--- config.mk ---
export PLATFORM = sky130hd
export DESIGN_NAME = fetch_queue
export DESIGN_NICKNAME = d
export VERILOG_FILES = /design/src/rtl/fetch_queue.sv
export SDC_FILE = /design/constraint.sdc
export NUM_CORES = 1
export LEC_CHECK = 0
export BUFFER_PORTS_ARGS = -buffer_cell sky130_fd_sc_hd__buf_2
export CORE_ASPECT_RATIO = 2
export CORE_MARGIN = 1.5
export CORE_UTILIZATION = 52
export DETAILED_ROUTE_END_ITERATION = 8
export PLACE_DENSITY = 0.73
export SLEW_MARGIN = 20
export SYNTH_ARGS = -nofsm -noshare
export SYNTH_HDL_FRONTEND = slang
export SYNTH_SLANG_ARGS = --single-unit
--- constraint.sdc ---
create_clock -name clk -period 3 [get_ports clk]
set_input_delay 0.3 -clock clk [delete_from_list [all_inputs] [get_ports clk]]
set_output_delay 0.3 -clock clk [all_outputs]
set_load 0.005 [all_outputs]
--- src/rtl/fetch_queue.sv ---
// Instruction fetch queue: issues in-order fetches under a credit limit, buffers responses
// for decode and discards responses belonging to fetches squashed by a redirect.
module fetch_queue #(
   parameter int unsigned DEPTH    = 4,
   parameter logic [31:0] RESET_PC = 32'h0000_0000
) (
   input  logic        clk,
   input  logic        reset,
   output logic [31:0] IFaddr,
   output logic        IFreq,
   input  logic        IFgnt,
   input  logic        IFrvalid,
   input  logic [31:0] IFrdata,
   input  logic        redirect,
   input  logic [31:0] redirect_pc,
   output logic [31:0] FQinstr,
   output logic [31:0] FQpc,
   output logic        FQvalid,
   input  logic        FQready
);

   localparam int unsigned CntW = $clog2(DEPTH + 1);
   localparam int unsigned PtrW = $clog2(DEPTH);
   localparam logic [CntW:0] DepthC = DEPTH[CntW:0];

   typedef enum logic [1:0] {StFetch, StFull, StFlush} state_e;

   state_e          state_q, state_d;
   logic [31:0]     pc_q, pc_d;
   logic [CntW-1:0] count_q, count_d;
   logic [CntW-1:0] outst_q, outst_d;
   logic [CntW-1:0] drop_q, drop_d;
   logic [PtrW-1:0] head_q, head_d;
   logic [PtrW-1:0] tail_q, tail_d;
   logic            run_q;

   logic [31:0]     instr_mem [DEPTH];
   logic [31:0]     pc_mem    [DEPTH];

   logic [CntW:0]   credit_used;
   logic            credit_ok;
   logic            grant;
   logic            push;
   logic            pop;
   logic [31:0]     resp_pc;

   assign FQvalid = (count_q != '0);
   // Storage is not reset; mask the head so the outputs read zero while empty.
   assign FQinstr = FQvalid ? instr_mem[head_q] : '0;
   assign FQpc    = FQvalid ? pc_mem[head_q]    : '0;
   assign IFaddr  = pc_q;

   always_comb begin
      credit_used = {1'b0, count_q} + {1'b0, outst_q};
      credit_ok   = (credit_used < DepthC);
      IFreq       = run_q && !redirect && (state_q == StFetch) && credit_ok;
      grant       = IFreq && IFgnt;
      push        = IFrvalid && (drop_q == '0) && !redirect;
      pop         = FQvalid && FQready && !redirect;
      // Live fetches are consecutive words, so the oldest one is outst_q words behind pc_q.
      resp_pc     = pc_q - (32'(outst_q) << 2);

      state_d = state_q;
      pc_d    = grant ? pc_q + 32'd4 : pc_q;
      outst_d = outst_q + CntW'(grant) - CntW'(IFrvalid);
      drop_d  = (IFrvalid && (drop_q != '0)) ? drop_q - CntW'(1) : drop_q;
      count_d = count_q + CntW'(push) - CntW'(pop);
      head_d  = pop  ? head_q + PtrW'(1) : head_q;
      tail_d  = push ? tail_q + PtrW'(1) : tail_q;

      if (redirect) begin
         pc_d    = {redirect_pc[31:2], 2'b00};
         count_d = '0;
         head_d  = '0;
         tail_d  = '0;
         drop_d  = outst_q - CntW'(IFrvalid);
         state_d = (drop_d == '0) ? StFetch : StFlush;
      end else begin
         unique case (state_q)
            StFetch: if (!credit_ok && !pop) state_d = StFull;
            StFull:  if (pop) state_d = StFetch;
            StFlush: if (drop_d == '0) state_d = StFetch;
            default: state_d = StFetch;
         endcase
      end
   end

   always_ff @(posedge clk or negedge reset) begin
      if (!reset) begin
         state_q <= StFetch;
         pc_q    <= RESET_PC;
         count_q <= '0;
         outst_q <= '0;
         drop_q  <= '0;
         head_q  <= '0;
         tail_q  <= '0;
         run_q   <= 1'b0;
      end else begin
         state_q <= state_d;
         pc_q    <= pc_d;
         count_q <= count_d;
         outst_q <= outst_d;
         drop_q  <= drop_d;
         head_q  <= head_d;
         tail_q  <= tail_d;
         run_q   <= 1'b1;
      end
   end

   always_ff @(posedge clk) begin
      if (push) begin
         instr_mem[tail_q] <= IFrdata;
         pc_mem[tail_q]    <= resp_pc;
      end
   end

endmodule

==> results of run 1 <==
power groups by stage:
stage | Combinational, mW | Sequential (mW) | Clock (mW)
after floorplan | 1.95 | 4.96 | 0
after global routing | 3.37 | 4.98 | 3.47
after detailed placement | 3.06 | 5.04 | 0
after CTS | 3.12 | 4.95 | 3.34
after global placement | 3.00 | 5.03 | 0
final | 3.03 | 4.95 | 3.26
final timing paths:
check,from,endpoint,slack (ns),cells after the start
setup reg to reg,outst_q[2],IFaddr[9],0.28,8
min in group asynchronous,reset,IFaddr[30],0.40,2
hold / removal,redirect_pc[22],IFaddr[22],0.02,3
hold reg to reg,state_q[1],state_q[0],0.57,3
max in group asynchronous,reset,IFaddr[11],1.88,3
setup / recovery,outst_q[2],IFaddr[9],0.28,8
cell type report:
type | instances | share of cell area (%)
Sequential cell | 294 | 55.85
Tap cell | 290 | 2.356
Inverter | 22 | 0.5361
Clock inverter | 14 | 1.105
Timing Repair Buffer | 241 | 10.58
Clock buffer | 30 | 4.183
Multi-Input combinational cell | 432 | 25.39
synthesized netlist by cell type (4+ instances only):
library cell | count | area share, %
edfxtp_1 | 248 | 58
and2_1 | 66 | 3.2
mux4_2 | 62 | 11
nand2_1 | 49 | 1.4
dfrtp_1 | 46 | 9.0
clkbuf_1 | 32 | 0.94
nor2_1 | 29 | 0.85
xor2_1 | 24 | 1.6
inv_1 | 21 | 0.62
o21ai_0 | 20 | 0.78
xnor2_1 | 19 | 1.3
ha_1 | 18 | 1.8
nand3_1 | 16 | 0.63
nand4_1 | 13 | 0.64
buf_2 | 12 | 0.47
and3_1 | 9 | 0.44
o211ai_1 | 9 | 0.53
or3_1 | 9 | 0.44
o311ai_0 | 8 | 0.55
a21oi_1 | 7 | 0.27
nor3_1 | 7 | 0.27
nor3_2 | 5 | 0.39
a21o_1 | 4 | 0.23
buf_4 | 4 | 0.23
mux2_2 | 4 | 0.35
mux2i_1 | 4 | 0.31
nor4_1 | 4 | 0.20
or4_1 | 4 | 0.23
per-layer routing:
layer / up-vias / track usage, %
li1: 3475 / -
met1: 3831 / 23.51
met2: 228 / 39.64
met3: 65 / 2.210
met4: 0 / 9.516
met5: - / 0
metrics by stage:
stage / power [mW] / util, %
2_1_floorplan: 6.911 / -
3_3_place_gp: 8.030 / 57.76
3_5_place_dp: 8.103 / 57.76
4_1_cts: 11.41 / 63.33
5_1_grt: 11.82 / 63.33
6_report: 11.25 / 63.33
flip-flops by register name, indices dropped and copies added, names as in the netlist, 3 cells and up:
register   count
IFaddr        30
count_q        3
drop_q         3
instr_mem    128
outst_q        3
pc_mem       120
cell families (layout without fill, tap and decap cells):
family / after synthesis / in the layout / synth area share, %
flip-flops: 294 / 294 / 67.22
AND/OR/NAND/NOR: 232 / 232 / 10.43
buffers and inverters: 72 / 307 / 2.348
multiplexers: 70 / 70 / 11.58
AO/OA/AOI/OAI: 61 / 61 / 3.189
XOR/XNOR: 43 / 43 / 2.944
adder cells (fa/ha/maj): 21 / 21 / 2.230
other: 2 / 5 / 0.05871
cell usage in the layout, fill, tap and decap left out, drive strengths merged, types with 8 or more instances in the layout:
cell type,n
ha,18
dfrtp,46
clkinv,9
edfxtp,248
nand3,18
and3,9
or3,9
nand4,14
nor3,12
o211ai,9
xnor2,19
nor4,9
nand2,49
o311ai,8
nor2,29
inv,23
and2,66
buf,187
dlygate4sd3,54
clkbuf,30
o21ai,20
xor2,24
mux4,62
repair_timing:
item | CTS | global route
setup buffers | 0 | 0
hold buffers | 54 | 0
endpoints found under the setup margin | 0 | 0
endpoints found under the hold margin | 184 | 0
worst max-delay path, cell delays in order, from the launching register on:
cell	delay [ns]
dfrtp_1	0.44
ha_1	0.30
nor4_1	0.39
and3_1	0.27
inv_2	0.05
buf_4	0.20
or4_1	0.55
xnor2_1	0.13
mux2_2	0.26
==> out/metrics.yaml, run 1 <==
cts:
  clock_latency_ns: 0.53
  cts.sinks: 294
  clock_path_buffers: 3
  cts_buffers: 24
  clk_pin_slew_ns: 0.07
  cts_tree: "yes"
  cts_repair_resize_count: 0
  cts_max_level: 1
  root_buffer: "clkbuf_16"
die:
  die_y_um: 224.8
  start_util_pct: 52.59
  die_x_um: 113.9
  core_um2: 24320
  die-area_um2: 25600
  rows: 81
  io-pin-count: 168
cells_and_area:
  drive_gt1_share_pct: 30.30
  fillers: 1802
  nets: 1106
  area_growth_syn_to_layout_pct: 20.42
  layoutNonFillerInstCount: 1323
  antennaDiodeCount: 0
  seq_area_um2: 8603
  multi_input_area_um2: 3911
  postLayoutCellArea_um2: 15400
timing:
  fin_crit_sh_pct: 90.57
  clock_skew_ns: 0.008868
  fmax_mhz: 368.0
  rsz0062_at_grt: "no"
  hold_slack_ns: 0.02483
  fin_crit_ns: 2.717
  setup_tns_ns: 0
  hold_viol: 0
  setup_violations: 0
  tightest_slew_ns: 0.8619
  slew_violations: 0
  relSlewSlack_pct: 42.54
  layout_setup_ws_ns: 0.2830
detailed_routing:
  post-route-drc-count: 0
  wl_met2_mm: 14.67
  routed.top_layer: "met4"
  drt_wl_total_mm: 26.40
  avgViaCountPerCell: 5.744
  vias: 7599
  wl_met1_mm: 9.608
  wl_per_cell_um: 19.95
  wl_met3_mm: 1.093
  drtIter0Drc: 528
  drtAntennaViolNets: 0
  dr.pass1.iters: 4
pwr:
  p_seq_share_pct: 44.0
  clockPowerShare_pct: 29.0
  p_leak_nw: 5.734
  power.internal_mw: 8.121
  p_sw_mw: 3.128
  power_frac_comb_pct: 27.0
  sw_frac_of_total_pct: 27.80
  max-vdd-ir-drop_mv: 0.4685
  p_per_area_nw_per_um2: 730.2
critical_path:
  end_kind: "flop"
  critPathMaxFanout: 21
  critPathKind: "flop to flop"
  critPathArrivalTime_ns: 3.13
  required_ns: 3.41
  cp-start-kind: "flop"
grt:
  antenna_found_initial: 0
  grt_pass1_wl_mm: 40.97
  grt_overflow: 0
  grt_max_degree: 65
  grt_usage_pct: 21.04
  grt_pass1_vias: 7862
synthesis:
  synth_area_per_cell_um2: 16.09
  ys.flop_type: "edfxtp_1"
  syn_area_um2: 12790
  synth_edf_count: 248
  yosysUniqueCellTypes: 51
  synth-seq-area-share_pct: 67.22
  ys_seq_elements: 294
  postSynth.asyncResetShare_pct: 15.65
  synth_cells: 795
  synth-warning-count: 0
placed_design:
  port-buffer-count: 161
  dp_hpwl_mm: 17.05
  routabilityCongestion: 0.8417
  dp_slack_ns: 0.3314
  numPlacedInstances: 1225
  postPlaceCellArea_um2: 14050
job:
  max_cap_violations: 0
outcome:
  status: "complete, no violations"
worst_hold_path:
  hold_path_class: "input port to flop"
Power figures use the tool's default switching activity.
==> inputs of run 2 (changes only) <==
Settings changed: BUFFER_PORTS_ARGS -buffer_cell sky130_fd_sc_hd__buf_2 to -buffer_cell sky130_fd_sc_hd__clkbuf_2, REMOVE_ABC_BUFFERS from default to 1.
==> run 2 against run 1 <==
Compared with the run above: fmax grew 2.1%; register-to-register slack better by 0.06 ns; clock skew is 0.0068 ns higher; core utilization about the same; critical path type unchanged; largest power group unchanged; highest routed layer unchanged.
==> out/metrics.yaml, run 2 (synthesis results as in run 1) <==
critical_path:
  cp-start-kind: "flop"
  reg2reg_setup_slack_ns: 0.34  # +0.06 ns
  critPathArrivalTime_ns: 2.99  # -0.14 ns
  critPathMaxFanout: 8  # -62%
  critPathKind: "flop to flop"
  end_kind: "flop"
  required_ns: 3.32  # -0.09 ns
cells_and_area:
  fillers: 1768  # -1.9%
  drive_gt1_share_pct: 30.23  # -0.070 points
  top_register: "instr_mem"
  largest_register_ff_count: 128  # unchanged
  nets: 1114  # +0.72%
  postLayoutCellArea_um2: 15390  # about the same
  final_common_cell: "edfxtp_1"
  area_growth_syn_to_layout_pct: 20.35  # about the same
  layout_common_cells: "edfxtp_1, clkbuf_2, mux4_2, and2_1, dlygate4sd3_1"
detailed_routing:
  drtAntennaViolNets: 0  # unchanged
  avgViaCountPerCell: 5.722  # -0.38%
  wl_met1_mm: 9.868  # +2.7%
  drtIter0Drc: 455  # -14%
  post-route-drc-count: 0  # unchanged
  routed.top_layer: "met4"
  wl_met3_mm: 1.069  # -2.2%
  wl_met2_mm: 14.86  # +1.3%
  wl_per_cell_um: 20.10  # +0.74%
  drt_wl_total_mm: 26.79  # +1.5%
  dr.pass1.iters: 5  # +1
  vias: 7627  # +0.37%
placed_design:
  port-buffer-count: 161  # unchanged
  postPlaceCellArea_um2: 14050  # about the same
  dp_slack_ns: 0.3776  # +0.04619 ns
  dp_hpwl_mm: 17.50  # +2.6%
  routabilityCongestion: 0.8229  # -2.2%
die:
  start_util_pct: 52.59  # unchanged
  die_y_um: 224.8  # unchanged
  io-pin-count: 168  # unchanged
  die_x_um: 113.9  # unchanged
  rows: 81  # unchanged
  core_um2: 24320  # unchanged
  die-area_um2: 25600  # unchanged
cts:
  cts_max_level: 1  # unchanged
  cts.sinks: 294  # unchanged
  cts_tree: "yes"
  root_buffer: "clkbuf_16"
  cts_buffers: 25  # +4.2%
  clock_path_buffers: 3  # unchanged
  clk_pin_slew_ns: 0.07  # about the same
  clock_latency_ns: 0.54  # about the same
  post_cts_buffers: 0  # unchanged
timing:
  relSlewSlack_pct: 40.93  # -1.6 points
  clock_skew_ns: 0.01563  # +0.006766 ns
  layout_setup_ws_ns: 0.3382  # +0.05522 ns
  hold_viol: 0  # unchanged
  fmax_mhz: 375.7  # +2.1%
  fin_crit_ns: 2.662  # -0.05522 ns
  fin_crit_sh_pct: 88.73  # -1.8 points
  tightest_slew_ns: 0.8827  # +0.02084 ns
  slew_violations: 0  # unchanged
  setup_violations: 0  # unchanged
  rsz0062_at_grt: "no"
pwr:
  max-vdd-ir-drop_mv: 0.4983  # +6.3%
  p_per_area_nw_per_um2: 720.0  # -1.4%
  p_leak_nw: 5.699  # -0.61%
grt:
  grt_usage_pct: 21.57  # +0.54 points
  grt_pass1_vias: 8000  # +1.8%
  grt_pass1_wl_mm: 42.08  # +2.7%
  grt_overflow: 0  # unchanged
  antenna_found_initial: 1  # +1
  grt_max_degree: 65  # unchanged
job:
  max_cap_violations: 0  # unchanged
outcome:
  status: "complete, no violations"
worst_hold_path:
  hold_path_class: "input port to flop"
run 2: layout make-up:
cell class                      instances  area [µm²]  area share (%)
Antenna cell                            1       2.502         0.01626
Tap cell                              290       362.8           2.357
Sequential cell                       294        8603           55.89
Multi-Input combinational cell        432        3915           25.43
Clock buffer                           30       644.4           4.186
Inverter                               22       82.58          0.5365
Timing Repair Buffer                  248        1667           10.83
Clock inverter                         16       116.4          0.7559
run 2: metal layers:
layer	global-route usage, %	vias up
met4	9.113	0
met3	2.506	60
met5	0	-
li1	-	3505
met2	40.11	233
met1	24.78	3829
run 2: report_power, final:
part	internal [mW]	switching [mW]
clock network	1.63	1.41
logic	1.49	1.57
registers	4.75	0.223
total	7.87	3.21
run 2: critical path, cell delays in order (launching register included):
cell,delay [ns]
dfrtp_1,0.46
inv_1,0.09
ha_1,0.18
inv_1,0.06
fa_1,0.40
a21o_1,0.22
nor4_2,0.14
buf_4,0.20
nand3_2,0.16
nor4_2,0.22
xor2_1,0.30
run 2: final timing paths:
path,start,to,cells past startpoint
worst max-delay path,IFaddr[2],pc_mem[3][26],10
worst min-delay path,redirect_pc[8],IFaddr[8],3
worst max register to register,IFaddr[2],pc_mem[3][26],10
worst min register to register,outst_q[2],outst_q[2],1
max in group asynchronous,reset,IFaddr[3],3
min in group asynchronous,reset,count_q[1],2
run 2: what timing repair did:
item,CTS,global route
gates resized for setup,0,0
endpoints found under the hold margin,174,0
hold buffers,58,0
endpoints found under the setup margin,0,0
run 2: stage by stage:
step / util, % / TNS (ns) / power (mW) / instances / hold slack (ns)
2_1_floorplan: - / -39.92 / 6.862 / 748 / 0.004409
3_3_place_gp: 57.76 / 0 / 8.066 / 1228 / 0.3478
3_5_place_dp: 57.76 / 0 / 8.119 / 1228 / 0.3587
4_1_cts: 63.28 / 0 / 11.22 / 1332 / 0.008567
5_1_grt: 63.29 / 0 / 11.66 / 1333 / 0.03644
6_report: 63.29 / 0 / 11.08 / 1333 / 0.02135
==> inputs of run 3 (changes only) <==
Settings changed: BUFFER_PORTS_ARGS -buffer_cell sky130_fd_sc_hd__clkbuf_2 to -buffer_cell sky130_fd_sc_hd__buf_2.
==> run 3 against run 2 <==
Compared with the run above: final area is 0.73% higher; routed wire length rose by 0.50%; global-route usage fell by 0.27 points; fmax is 1.8% lower; clock skew grew 0.0096 ns; sequential share of layout area down 0.41 points; hold slack worse by 0.011 ns; die area unchanged; setup slack lost 0.050 ns; critical path depth down 6; critical endpoint is now FQpc[2]; largest power group unchanged.
==> out/metrics.yaml, run 3 (synthesis results as in run 1) <==
outcome:
  status: "complete, no violations"
worst_hold_path:
  min_path_cells: 3  # unchanged
  hold_path_class: "input port to flop"
critical_path:
  critPathKind: "flop to output pin"
  crit_buf_inv: 2  # -1
  cp-start-kind: "flop"
  critical-path-slowest-cell: "dfrtp_4"
  ff2ff_path_depth: 10  # unchanged
  crit_family: "flip-flops"
  required_ns: 2.70  # -0.62 ns
  cp_num_cells: 4  # -6
  end_kind: "output pin"
  critical_path.cell_chain: "buf_12, mux4_2, and2_1, buf_2"
  critPathArrivalTime_ns: 2.41  # -0.58 ns
  critPathMaxStageDelay_ns: 0.72  # +0.26 ns
  critPathMaxFanout: 25  # +17
timing:
  layout_setup_ws_ns: 0.2881  # -0.05007 ns
  fin_crit_ns: 2.712  # +0.05007 ns
  clock_skew_ns: 0.02522  # +0.009589 ns
  fin_crit_sh_pct: 90.40  # +1.7 points
  fmax_mhz: 368.7  # -1.8%
  relSlewSlack_pct: 38.13  # -2.8 points
  rsz0062_at_grt: "no"
  tightest_slew_ns: 0.9246  # +0.04192 ns
  hold_slack_ns: 0.01027  # -0.01108 ns
  setup_violations: 0  # unchanged
  slew_violations: 0  # unchanged
  hold_viol: 0  # unchanged
pwr:
  sw_frac_of_total_pct: 28.39  # -0.58 points
  p_leak_nw: 5.766  # +1.2%
  power.internal_mw: 8.103  # +2.9%
  p_per_area_nw_per_um2: 729.8  # +1.4%
  power_mw: 11.32  # +2.1%
  p_seq_share_pct: 44.5  # -0.4 points
  power_frac_comb_pct: 26.9  # -0.7 points
  clockPowerShare_pct: 28.7  # +1.2 points
  max-vdd-ir-drop_mv: 0.4594  # -7.8%
  p_sw_mw: 3.213  # about the same
cells_and_area:
  final_common_cell: "edfxtp_1"
  antennaDiodeCount: 0  # -1
  largest_register_ff_count: 128  # unchanged
  postLayoutCoreUtil_pct: 63.75  # +0.46 points
  top_register: "instr_mem"
  layout_common_cells: "edfxtp_1, buf_2, mux4_2, and2_1, dlygate4sd3_1"
  nets: 1113  # -0.090%
  drive_gt1_share_pct: 30.29  # +0.058 points
  area_growth_syn_to_layout_pct: 21.23
die:
  io-pin-count: 168  # unchanged
  die-area_um2: 25600  # unchanged
  core_um2: 24320  # unchanged
  start_util_pct: 52.59  # unchanged
  die_x_um: 113.9  # unchanged
  rows: 81  # unchanged
  die_y_um: 224.8  # unchanged
detailed_routing:
  drt_wl_total_mm: 26.92  # +0.50%
  dr.pass1.iters: 5  # unchanged
  drtIter0Drc: 428  # -5.9%
  avgViaCountPerCell: 5.677  # -0.77%
  post-route-drc-count: 0  # unchanged
  wl_per_cell_um: 20.24  # +0.72%
  drtAntennaViolNets: 0  # unchanged
  vias: 7551  # -1.0%
cts:
  post_cts_buffers: 0  # unchanged
  cts_buffers: 26  # +4.0%
  clk_pin_slew_ns: 0.06  # about the same
  root_buffer: "clkbuf_16"
  cts.sinks: 294  # unchanged
  clock_path_buffers: 3  # unchanged
  cts_max_level: 1  # unchanged
  cts_tree: "yes"
  postCtsHoldBufs: 57  # -1.7%
  cts_repair_resize_count: 0  # unchanged
  clock_latency_ns: 0.54  # about the same
grt:
  grt_pass1_vias: 8076  # +0.95%
  grt_overflow: 0  # unchanged
  grt_pass1_wl_mm: 41.59  # -1.1%
  grt_usage_pct: 21.30  # -0.27 points
  antenna_found_initial: 0  # -1
  grt_max_degree: 65  # unchanged
placed_design:
  dp_slack_ns: 0.3422  # -0.03538 ns
  dp_hpwl_mm: 17.33  # -0.97%
  routabilityCongestion: 0.8237  # about the same
  port-buffer-count: 161  # unchanged
job:
  max_cap_violations: 0  # unchanged
==> run 3: cell count changes in the layout (fill, tap and decap cells not counted), sizes merged <==
cell | previous run | this run
bufinv | 1 | 2
clkinv | 11 | 7
buf | 29 | 189
diode | 1 | 0
inv | 24 | 23
dlygate4sd3 | 58 | 57
clkinvlp | 2 | 1
clkbuf | 191 | 35
==> run 3: power groups by stage <==
stage	Sequential, mW	Combinational (mW)	Clock (mW)
6_report	5.03	3.04	3.24
5_1_grt	5.07	3.36	3.44
4_1_cts	5.04	3.10	3.31
3_5_place_dp	5.12	3.03	0
3_3_place_gp	5.12	2.98	0
2_1_floorplan	5.17	1.69	0
==> run 3: final cells by class <==
class | instances | area [µm²]
fillers | 1770 | 8817
repair buffers | 246 | 1724
inverters | 22 | 82.58
well taps | 290 | 362.8
clock buffers | 35 | 705.7
flip-flops and latches | 294 | 8603
clock inverters | 11 | 112.6
multi-input cells | 432 | 3915
==> run 3: stage by stage <==
step / instance area [µm²] / TNS [ns] / std cells
2_1_floorplan: 12580 / -39.92 / 748
3_3_place_gp: 14120 / 0 / 1227
3_5_place_dp: 14120 / 0 / 1227
4_1_cts: 15510 / 0 / 1330
5_1_grt: 15510 / 0 / 1330
6_report: 15510 / 0 / 1330
==> run 3: routing by layer <==
metal  wire length [µm]  global-route usage, %  vias to the layer above  share of wire (%)
li1                   -                      -                     3481                  -
met3               1023                  2.075                       53                3.8
met2              14910                  40.21                      209                 55
met5                  0                      0                        -                  0
met1              10180                  24.51                     3808                 38
met4                812                  8.306                        0                3.0
==> run 3: tightest hold or removal path, delay by kind of cell <==
kind / cells / cell delay [ns]
AOI/OAI and AO/OA: 1 / 0.06
and+or+nand+nor: 1 / 0.04
buffers and inverters: 1 / 0.09
==> run 3: path summary, 6_finish.rpt <==
check | start | to | slack [ns]
max in group asynchronous | reset | IFaddr[5] | 1.90
setup reg to reg | IFaddr[2] | pc_mem[0][26] | 0.31
min in group asynchronous | reset | IFaddr[31] | 0.35
hold / removal | redirect_pc[8] | IFaddr[8] | 0.01
hold reg to reg | state_q[0] | state_q[1] | 0.58
setup / recovery | head_q[0] | FQpc[2] | 0.29
